### src/rtl/decode_execute_if.sv
// Fetch <-> decode/execute link: instruction word forward, jump request back.
// master = fetch side, slave = decode/execute side.
interface decode_execute_if #(
    parameter int DW = 4
);
    logic [2*DW-1:0] inst;
    logic            isjump;
    logic [DW-1:0]   jumpadrs;

    modport master (
        output inst,
        input  isjump,
        input  jumpadrs
    );

    modport slave (
        input  inst,
        output isjump,
        output jumpadrs
    );
endinterface

### src/rtl/decode_execute.sv
// decode_execute: single-cycle decode/execute stage of a tiny 4-bit core.
// Holds A, B, OUT and carry; returns the combinational jump request to fetch.
// Optional build macro DEXEC_INSYNC_EN: route in_port through a 2-flop
// synchronizer before the IN instructions see it.
module decode_execute #(
    parameter int            DW      = 4,
    parameter logic [DW-1:0] OUT_RST = {DW{1'b0}}
) (
    input  logic             clk,
    input  logic             rst,
    decode_execute_if.slave  fe,
    input  logic [DW-1:0]    in_port,
    output logic [DW-1:0]    out_port,
    output logic [DW-1:0]    reg_a,
    output logic [DW-1:0]    reg_b,
    output logic             carry
);

    localparam logic [DW-1:0] OP_ADD_A = DW'(4'b0000);
    localparam logic [DW-1:0] OP_MOV_AB = DW'(4'b0001);
    localparam logic [DW-1:0] OP_IN_A  = DW'(4'b0010);
    localparam logic [DW-1:0] OP_MOV_AI = DW'(4'b0011);
    localparam logic [DW-1:0] OP_MOV_BA = DW'(4'b0100);
    localparam logic [DW-1:0] OP_ADD_B = DW'(4'b0101);
    localparam logic [DW-1:0] OP_IN_B  = DW'(4'b0110);
    localparam logic [DW-1:0] OP_MOV_BI = DW'(4'b0111);
    localparam logic [DW-1:0] OP_OUT_B = DW'(4'b1001);
    localparam logic [DW-1:0] OP_OUT_I = DW'(4'b1011);
    localparam logic [DW-1:0] OP_JNC   = DW'(4'b1110);
    localparam logic [DW-1:0] OP_JMP   = DW'(4'b1111);

    // Adder with carry-out in the top bit of the result.
    function automatic logic [DW:0] add_cy(input logic [DW-1:0] x, input logic [DW-1:0] y);
        add_cy = {1'b0, x} + {1'b0, y};
    endfunction

    logic [DW-1:0] a_r, b_r, out_r;
    logic          carry_r;
    logic [DW-1:0] a_nxt_s, b_nxt_s, out_nxt_s;
    logic          carry_nxt_s;
    logic          isjump_s;
    logic [DW-1:0] op_s, imm_s, in_s;

    assign op_s  = fe.inst[2*DW-1:DW];
    assign imm_s = fe.inst[DW-1:0];

`ifdef DEXEC_INSYNC_EN
    logic [DW-1:0] sync1_r, sync2_r;

    // Two-stage synchronizer for the asynchronous input port.
    always_ff @(posedge clk or negedge rst) begin
        if (!rst) begin
            sync1_r <= {DW{1'b0}};
            sync2_r <= {DW{1'b0}};
        end else begin
            sync1_r <= in_port;
            sync2_r <= sync1_r;
        end
    end

    assign in_s = sync2_r;
`else
    assign in_s = in_port;
`endif

    // Decode the instruction into next architectural state and jump request.
    always_comb begin
        a_nxt_s     = a_r;
        b_nxt_s     = b_r;
        out_nxt_s   = out_r;
        carry_nxt_s = 1'b0;          // every non-ADD instruction clears carry
        isjump_s    = 1'b0;
        case (op_s)
            OP_ADD_A:  {carry_nxt_s, a_nxt_s} = add_cy(a_r, imm_s);
            OP_ADD_B:  {carry_nxt_s, b_nxt_s} = add_cy(b_r, imm_s);
            OP_MOV_AI: a_nxt_s   = imm_s;
            OP_MOV_BI: b_nxt_s   = imm_s;
            OP_MOV_AB: a_nxt_s   = b_r;
            OP_MOV_BA: b_nxt_s   = a_r;
            OP_IN_A:   a_nxt_s   = in_s;
            OP_IN_B:   b_nxt_s   = in_s;
            OP_OUT_B:  out_nxt_s = b_r;
            OP_OUT_I:  out_nxt_s = imm_s;
            OP_JMP:    isjump_s  = 1'b1;
            OP_JNC:    isjump_s  = ~carry_r;   // flag left by the previous instruction
            default:   isjump_s  = 1'b0;       // NOP encodings
        endcase
    end

    // Architectural state register; reset clears everything at once.
    always_ff @(posedge clk or negedge rst) begin
        if (!rst) begin
            a_r     <= {DW{1'b0}};
            b_r     <= {DW{1'b0}};
            out_r   <= OUT_RST;
            carry_r <= 1'b0;
        end else begin
            a_r     <= a_nxt_s;
            b_r     <= b_nxt_s;
            out_r   <= out_nxt_s;
            carry_r <= carry_nxt_s;
        end
    end

    // Fetch must not jump while the core is held in reset.
    assign fe.isjump   = rst & isjump_s;
    assign fe.jumpadrs = imm_s;

    assign reg_a    = a_r;
    assign reg_b    = b_r;
    assign out_port = out_r;
    assign carry    = carry_r;

endmodule

### src/flat_wrapper.sv
// flat-port wrapper written by rule: the top's interface ports become plain ports
module decode_execute_flat 
#(
    parameter int            DW      = 4,
    parameter logic [DW-1:0] OUT_RST = {DW{1'b0}}
)
  (clk, rst, in_port, out_port, reg_a, reg_b, carry, fe_inst, fe_isjump, fe_jumpadrs);
  decode_execute_if #(.DW(DW)) fe_i ();
  input  logic clk;
  input  logic rst;
  input  logic [DW-1:0] in_port;
  output logic [DW-1:0] out_port;
  output logic [DW-1:0] reg_a;
  output logic [DW-1:0] reg_b;
  output logic carry;
  input wire logic [$bits(fe_i.inst)-1:0] fe_inst;
  output wire logic [$bits(fe_i.isjump)-1:0] fe_isjump;
  output wire logic [$bits(fe_i.jumpadrs)-1:0] fe_jumpadrs;
  assign fe_i.inst = fe_inst;
  assign fe_isjump = fe_i.isjump;
  assign fe_jumpadrs = fe_i.jumpadrs;
  decode_execute #(.DW(DW), .OUT_RST(OUT_RST)) u_core (.clk(clk), .rst(rst), .fe(fe_i), .in_port(in_port), .out_port(out_port), .reg_a(reg_a), .reg_b(reg_b), .carry(carry));
endmodule
### config.mk
export PLATFORM = sky130hd
export DESIGN_NAME = decode_execute_flat
export DESIGN_NICKNAME = d
export VERILOG_FILES = /design/src/rtl/decode_execute_if.sv /design/src/rtl/decode_execute.sv /design/src/flat_wrapper.sv
export SDC_FILE = /design/constraint.sdc
export NUM_CORES = 1
export LEC_CHECK = 0
export ABC_AREA = 1
export BUFFER_PORTS_ARGS = -buffer_cell sky130_fd_sc_hd__buf_2
export CAP_MARGIN = 25
export CORE_UTILIZATION = 45
export CTS_BUF_LIST = sky130_fd_sc_hd__clkbuf_2
export DETAILED_ROUTE_END_ITERATION = 8
export PLACE_DENSITY = 0.8
export SLEW_MARGIN = 0
export SYNTH_ARGS = -nofsm -noshare
export SYNTH_HDL_FRONTEND = slang
export SYNTH_SLANG_ARGS = --single-unit
export TNS_END_PERCENT = 10
### constraint.sdc
create_clock -name clk -period 1.6 [get_ports clk]
set_input_delay 0.32 -clock clk [delete_from_list [all_inputs] [get_ports clk]]
set_output_delay 0.32 -clock clk [all_outputs]
set_load 0.01 [all_outputs]
# Word level (Yosys, flattened, before mapping)

Index checks and enable logic that the tools add are counted.

Flip-flop bits (word level): 13
Bits of input ports: 14
Word-level logic and storage cells: 28
Output and inout port bits: 18

Multiplexer cells: 5
Bitwise gates (word level): 2
Equality and inequality tests: 11
Reduce and logical (&&, ||, !) cells: 4
$add $sub $neg: 2

Operator list:

| cell               | count |
|---|---|
| $pmux 4 s4         | 2 |
| $eq 4x3->1 const B | 4 |
| $eq 4x4->1 const B | 4 |
| $add 4x4->5        | 2 |
| $eq 4x2->1 const B | 2 |
| $pmux 4 s2         | 1 |
| $reduce_bool 4->1  | 2 |
| $eq 4x1->1 const B | 1 |
| $logic_not 4->1    | 1 |
| $pmux 1 s2         | 2 |
| $reduce_bool 2->1  | 1 |
| $and 1x1->1        | 1 |
| $not 1->1          | 1 |

# Depth between registers and ports, before layout

Depth in word-level cells: 3
Gate-level depth with buffers: 8
Gate-level depth less buffers: 8

# Worst setup path after synthesis

Ideal clock, no wire load.

Path type: register to register
Start: reg u_core.a_r[0], in the netlist u_core.reg_a[0]
End: reg u_core.carry_r, in the netlist u_core.carry
Buffers on the path: 0
Required time: 1.477 ns
Arrival time: 1.385 ns
Cell stages (with the launch flop): 9
Library setup time: 0.123 ns
Slack: 0.092 ns
Clock period less this slack: 1.508 ns
Path through: dfrtp_1 > ha_1 > fa_1 > nand2_1 > inv_1 > nor2_1 > nor2_1 > o21ai_0 > nand2_1

Word-level cells in the longest chain between the ends: 2

Ends and longest elaborated chain:

| element                  | RTL line              | text |
|---|---|---|
| start: declaration       | decode_execute.sv:37  | `logic [DW-1:0] a_r, b_r, out_r;` |
| start signal: assignment | decode_execute.sv:93  | `a_r <= {DW{1'b0}};` |
| start signal: assignment | decode_execute.sv:98  | `a_r <= a_nxt_s;` |
| $add 4x4->5              | decode_execute.sv:34  | `add_cy = {1'b0, x} + {1'b0, y};` |
| $pmux 1 s2               | decode_execute.sv:73  | `case (op_s)` |
| via u_core.carry_nxt_s   | decode_execute.sv:40  | `logic carry_nxt_s;` |
| end signal: assignment   | decode_execute.sv:101 | `carry_r <= carry_nxt_s;` |
| end: declaration         | decode_execute.sv:38  | `logic carry_r;` |

The timed path passes the listed nets, and every way through them passes these cells.
A chain may end at the register's enable or synchronous reset.

# Worst setup path after layout

Start: reg u_core.b_r[0], in the netlist u_core.reg_b[0]
End: reg u_core.b_r[2], in the netlist u_core.reg_b[2]

Word-level cells in the longest chain between the ends: 2

Ends and longest elaborated chain:

| element                  | RTL line             | text |
|---|---|---|
| start: declaration       | decode_execute.sv:37 |  |
| start signal: assignment | decode_execute.sv:94 | `b_r <= {DW{1'b0}};` |
| start signal: assignment | decode_execute.sv:99 | `b_r <= b_nxt_s;` |
| $add 4x4->5              | decode_execute.sv:34 |  |
| $pmux 4 s4               | decode_execute.sv:73 |  |

No other way between the ends.

==> impl_results.md <==
* Status: completed
* First-pass GRT wire length at 4730 µm
* Arrival time worst endpoint at 1.72 ns
* Met2 wire len at 1430 µm
* PnR Total Power at 1140 µW
* R2r endpoint: u_core.reg_b[2]
* Clk_skew at 0.000591 ns
* Final Hold Fails at 0
* R2r setup slk at 0.06 ns
* Post-synthesis cell count at 170
* Syn Nets at 194
* I/O Pins at 32
* Worst-skew pair later-pin latency at 0.28 ns
* Worst slew margin at 74.8%
* Clock sinks at 13
* Buffer depth of the longest clock path at 2
* Post-Synth Simple-Gate Area at 35.1%
* Final core occ at 58.7%
* Post-Syn Area at 1140 µm²
* Number of global-route vias before repair at 1,154
* Filler Cells Inserted at 223
* Die Width at 52.3 µm
* PortBufs at 31
* CTS tree: done
* Final Cycle Share at 96.0%
* Fmax at 651 MHz
* WP buf/inv at 1
* Crit-path max FO at 3
* Max stage delay on crit path at 0.40 ns
* Post-DRT Antenna Nets at 0
* Routed met1 length at 1270 µm
* YS warnings at 0
* Wire length per cell at 12.3 µm
* Root buffer cell: clkbuf_2
* Pre-Repair DR Iteration Count at 6
* Total number of vias at 1,176
* Initial drt markers at 29
* Synth top area cells: dfrtp_1 (29%), nand2_1 (14%), nor2_1 (8.9%), ha_1 (8.8%), inv_1 (7.6%)
* R2R depth at 6
* RSZ-0062 raised after global routing: false
* Area Growth Syn to Fin at 18.5%
* Top cell type's share of synthesized area at 28.6%
* Final setup violation count at 0
* GP Congestion at 0.852
* Num CTS Buffers at 3
* Post-Layout Inst Area at 1350 µm²
* Gr ovfl total at 0
* CP delay by family, top: adder cells
* Syn_area_per_cell at 6.70 µm²
* Antenna violations before repair at 0
* Max Slew Vio Count at 0
* Residual DRC at 0
* N_diodes at 0
* Final min period at 1.54 ns
* Layout cell share with drive strength beyond 1 at 23.5%
* Hold/Removal Path Class: primary input to flip-flop
* Critical path class: flip-flop to flip-flop
* Area after DPL at 1310 µm²
* Leakage at 0.000757 µW
* Critical Path Start Type: flip-flop
* Post-Synth Adder-Cell Area at 12.3%
* Multiplexer area fraction after synthesis at 0%
* Worst vdd ir at 0.514 mV
* Yosys reg bits at 13
* Crit end category: flip-flop
* Reg-to-Reg Start: u_core.reg_b[0]
* Yosys top cell by area: dfrtp_1
* Post-Synth XOR/XNOR Area at 0.769%
* Required @ worst endpoint at 1.78 ns
* DR top layer: met4
* Max-cap viol count at 0
* Final net count at 229
* All-Layer GR Usage at 23.6%
* P per Cell Area at 844 nW/µm²
* Compound-gate portion of the synthesized area at 11.1%
* Average vias per placed instance at 5.07
* Die area at 2740 µm²
* Largest net degree at the start of global routing at 14
* Total wire length at 2850 µm
* Hold EP: u_core.reg_a[0]
* Hold Path Depth at 5
* Hold path start: in_port[0]
* Register area share after synthesis at 28.6%
* Metal3 WL at 119 µm
* Largest family of logic cells by synthesized area: simple AND/OR/NAND/NOR gates
* Placeable Area at 2300 µm²
* Clock Pin Slew Worst Setup and Hold Paths at 0.14 ns
* Min Hold Slack at 0.368 ns
* Cells along the critical path: ha_1 -> inv_1 -> fa_1 -> xnor2_1 -> a22oi_1 -> nand2_1
* Initial Utilization at 49.6%
* Post-CTS setup buffers at 0
* Unique masters post-synth at 22
* Htree depth at 1
* Row cnt at 17
* Slew @ Worst Pin at 0.377 ns
* Slowest CP cell: dfrtp_1
* DIE HEIGHT at 52.3 µm
* Post-detail-place hpwl at 2240 µm
metrics by stage:
step                worst slack, ns  instances  TNS [ns]
finish                       0.0640        232         0
global route                0.00133        232         0
global placement           -0.00233        227  -0.00233
floorplan                    0.0918        170         0
CTS                         0.00609        232         0
detailed placement          -0.0710        227    -0.100
layout make-up:
| class | instances | area, µm² | area share (%) |
|---|---|---|---|
| multi-input combinational | 125 | 679 | 50.4 |
| sequential | 13 | 325 | 24.1 |
| timing repair buffer | 35 | 188 | 13.9 |
| inverter | 27 | 101 | 7.51 |
| tap | 28 | 35.0 | 2.60 |
| clock buffer | 4 | 20.0 | 1.48 |
synth_stat cells, drive strengths merged:
cell type and n:
nor2 29, fa 2, a21oi 4, buf 5, a22oi 2, inv 27, nand4 1, nand3 16
o21a 3, o211ai 1, or2 1, xnor2 1, o21ai 11, dfrtp 13, nor3 2, ha 8
nand2 43, o22ai 1
per-layer routing:
layer	up-vias	track usage (%)
li1	603	-
met3	7	2.61
met4	0	5.26
met2	37	43.9
met1	529	28.6
met5	-	0
how the worst max path moves through the flow:
stage / end / cells after the start / from / slack [ns]
3_3_place_gp: u_core.carry / 9 / fe_inst[0] / -0.002
3_5_place_dp: u_core.carry / 9 / fe_inst[0] / -0.07
5_1_grt: u_core.carry / 8 / u_core.reg_a[0] / 0.001
6_report: u_core.reg_b[2] / 6 / u_core.reg_b[0] / 0.06
4_1_cts: u_core.carry / 8 / u_core.reg_a[0] / 0.006
2_1_floorplan: u_core.carry / 8 / u_core.reg_a[0] / 0.09
report_power, final:
| group | leakage [µW] | switching (µW) | internal (µW) |
|---|---|---|---|
| sequential | 0.000158 | 61.0 | 393 |
| combinational | 0.000583 | 288 | 210 |
| clock | 0.0000166 | 119 | 66.3 |
| total | 0.000757 | 468 | 670 |
timing repair:
item,4_1_cts,5_1_grt
resized for setup,0,3
hold buffers,1,0
setup endpoints to repair,0,2
hold endpoints to repair,13,0
cell usage in the layout, fill, tap and decap left out:
cell type      instances
a21oi_1                4
a22oi_1                2
buf_2                 31
buf_4                  3
clkbuf_2               4
dfrtp_1               13
dlygate4sd3_1          1
fa_1                   1
fa_2                   1
ha_1                   7
ha_2                   1
inv_1                 23
inv_2                  4
nand2_1               43
nand3_1               16
nand4_1                1
nor2_1                27
nor2_4                 2
nor3_1                 1
nor3_4                 1
o211ai_1               1
o21a_1                 3
o21ai_0                7
o21ai_1                4
o22ai_1                1
or2_2                  1
xnor2_1                1
registers in the layout, indices dropped and copies added, names as in the netlist:
signal / flops
u_core.carry: 1
u_core.reg_b: 4
u_core.out_port: 4
u_core.reg_a: 4
cells by family after synthesis:
kind of cell / Yosys count
AOI/OAI and AO/OA: 22
and+or+nand+nor: 92
adders and majority gates: 10
buffers and inverters: 32
xor gates and xnor gates: 1
DFF: 13
worst reg2reg max path: cells and delay by family, from the launching register on:
kind,cells,cell delay [ns]
AO/OA/AOI/OAI,1,0.18
XOR/XNOR,1,0.14
AND/OR/NAND/NOR,1,0.08
adder cells (fa/ha/maj),2,0.59
flip-flops,1,0.40
buffers and inverters,1,0.06
No activity file was read; power rests on OpenSTA's default activity.
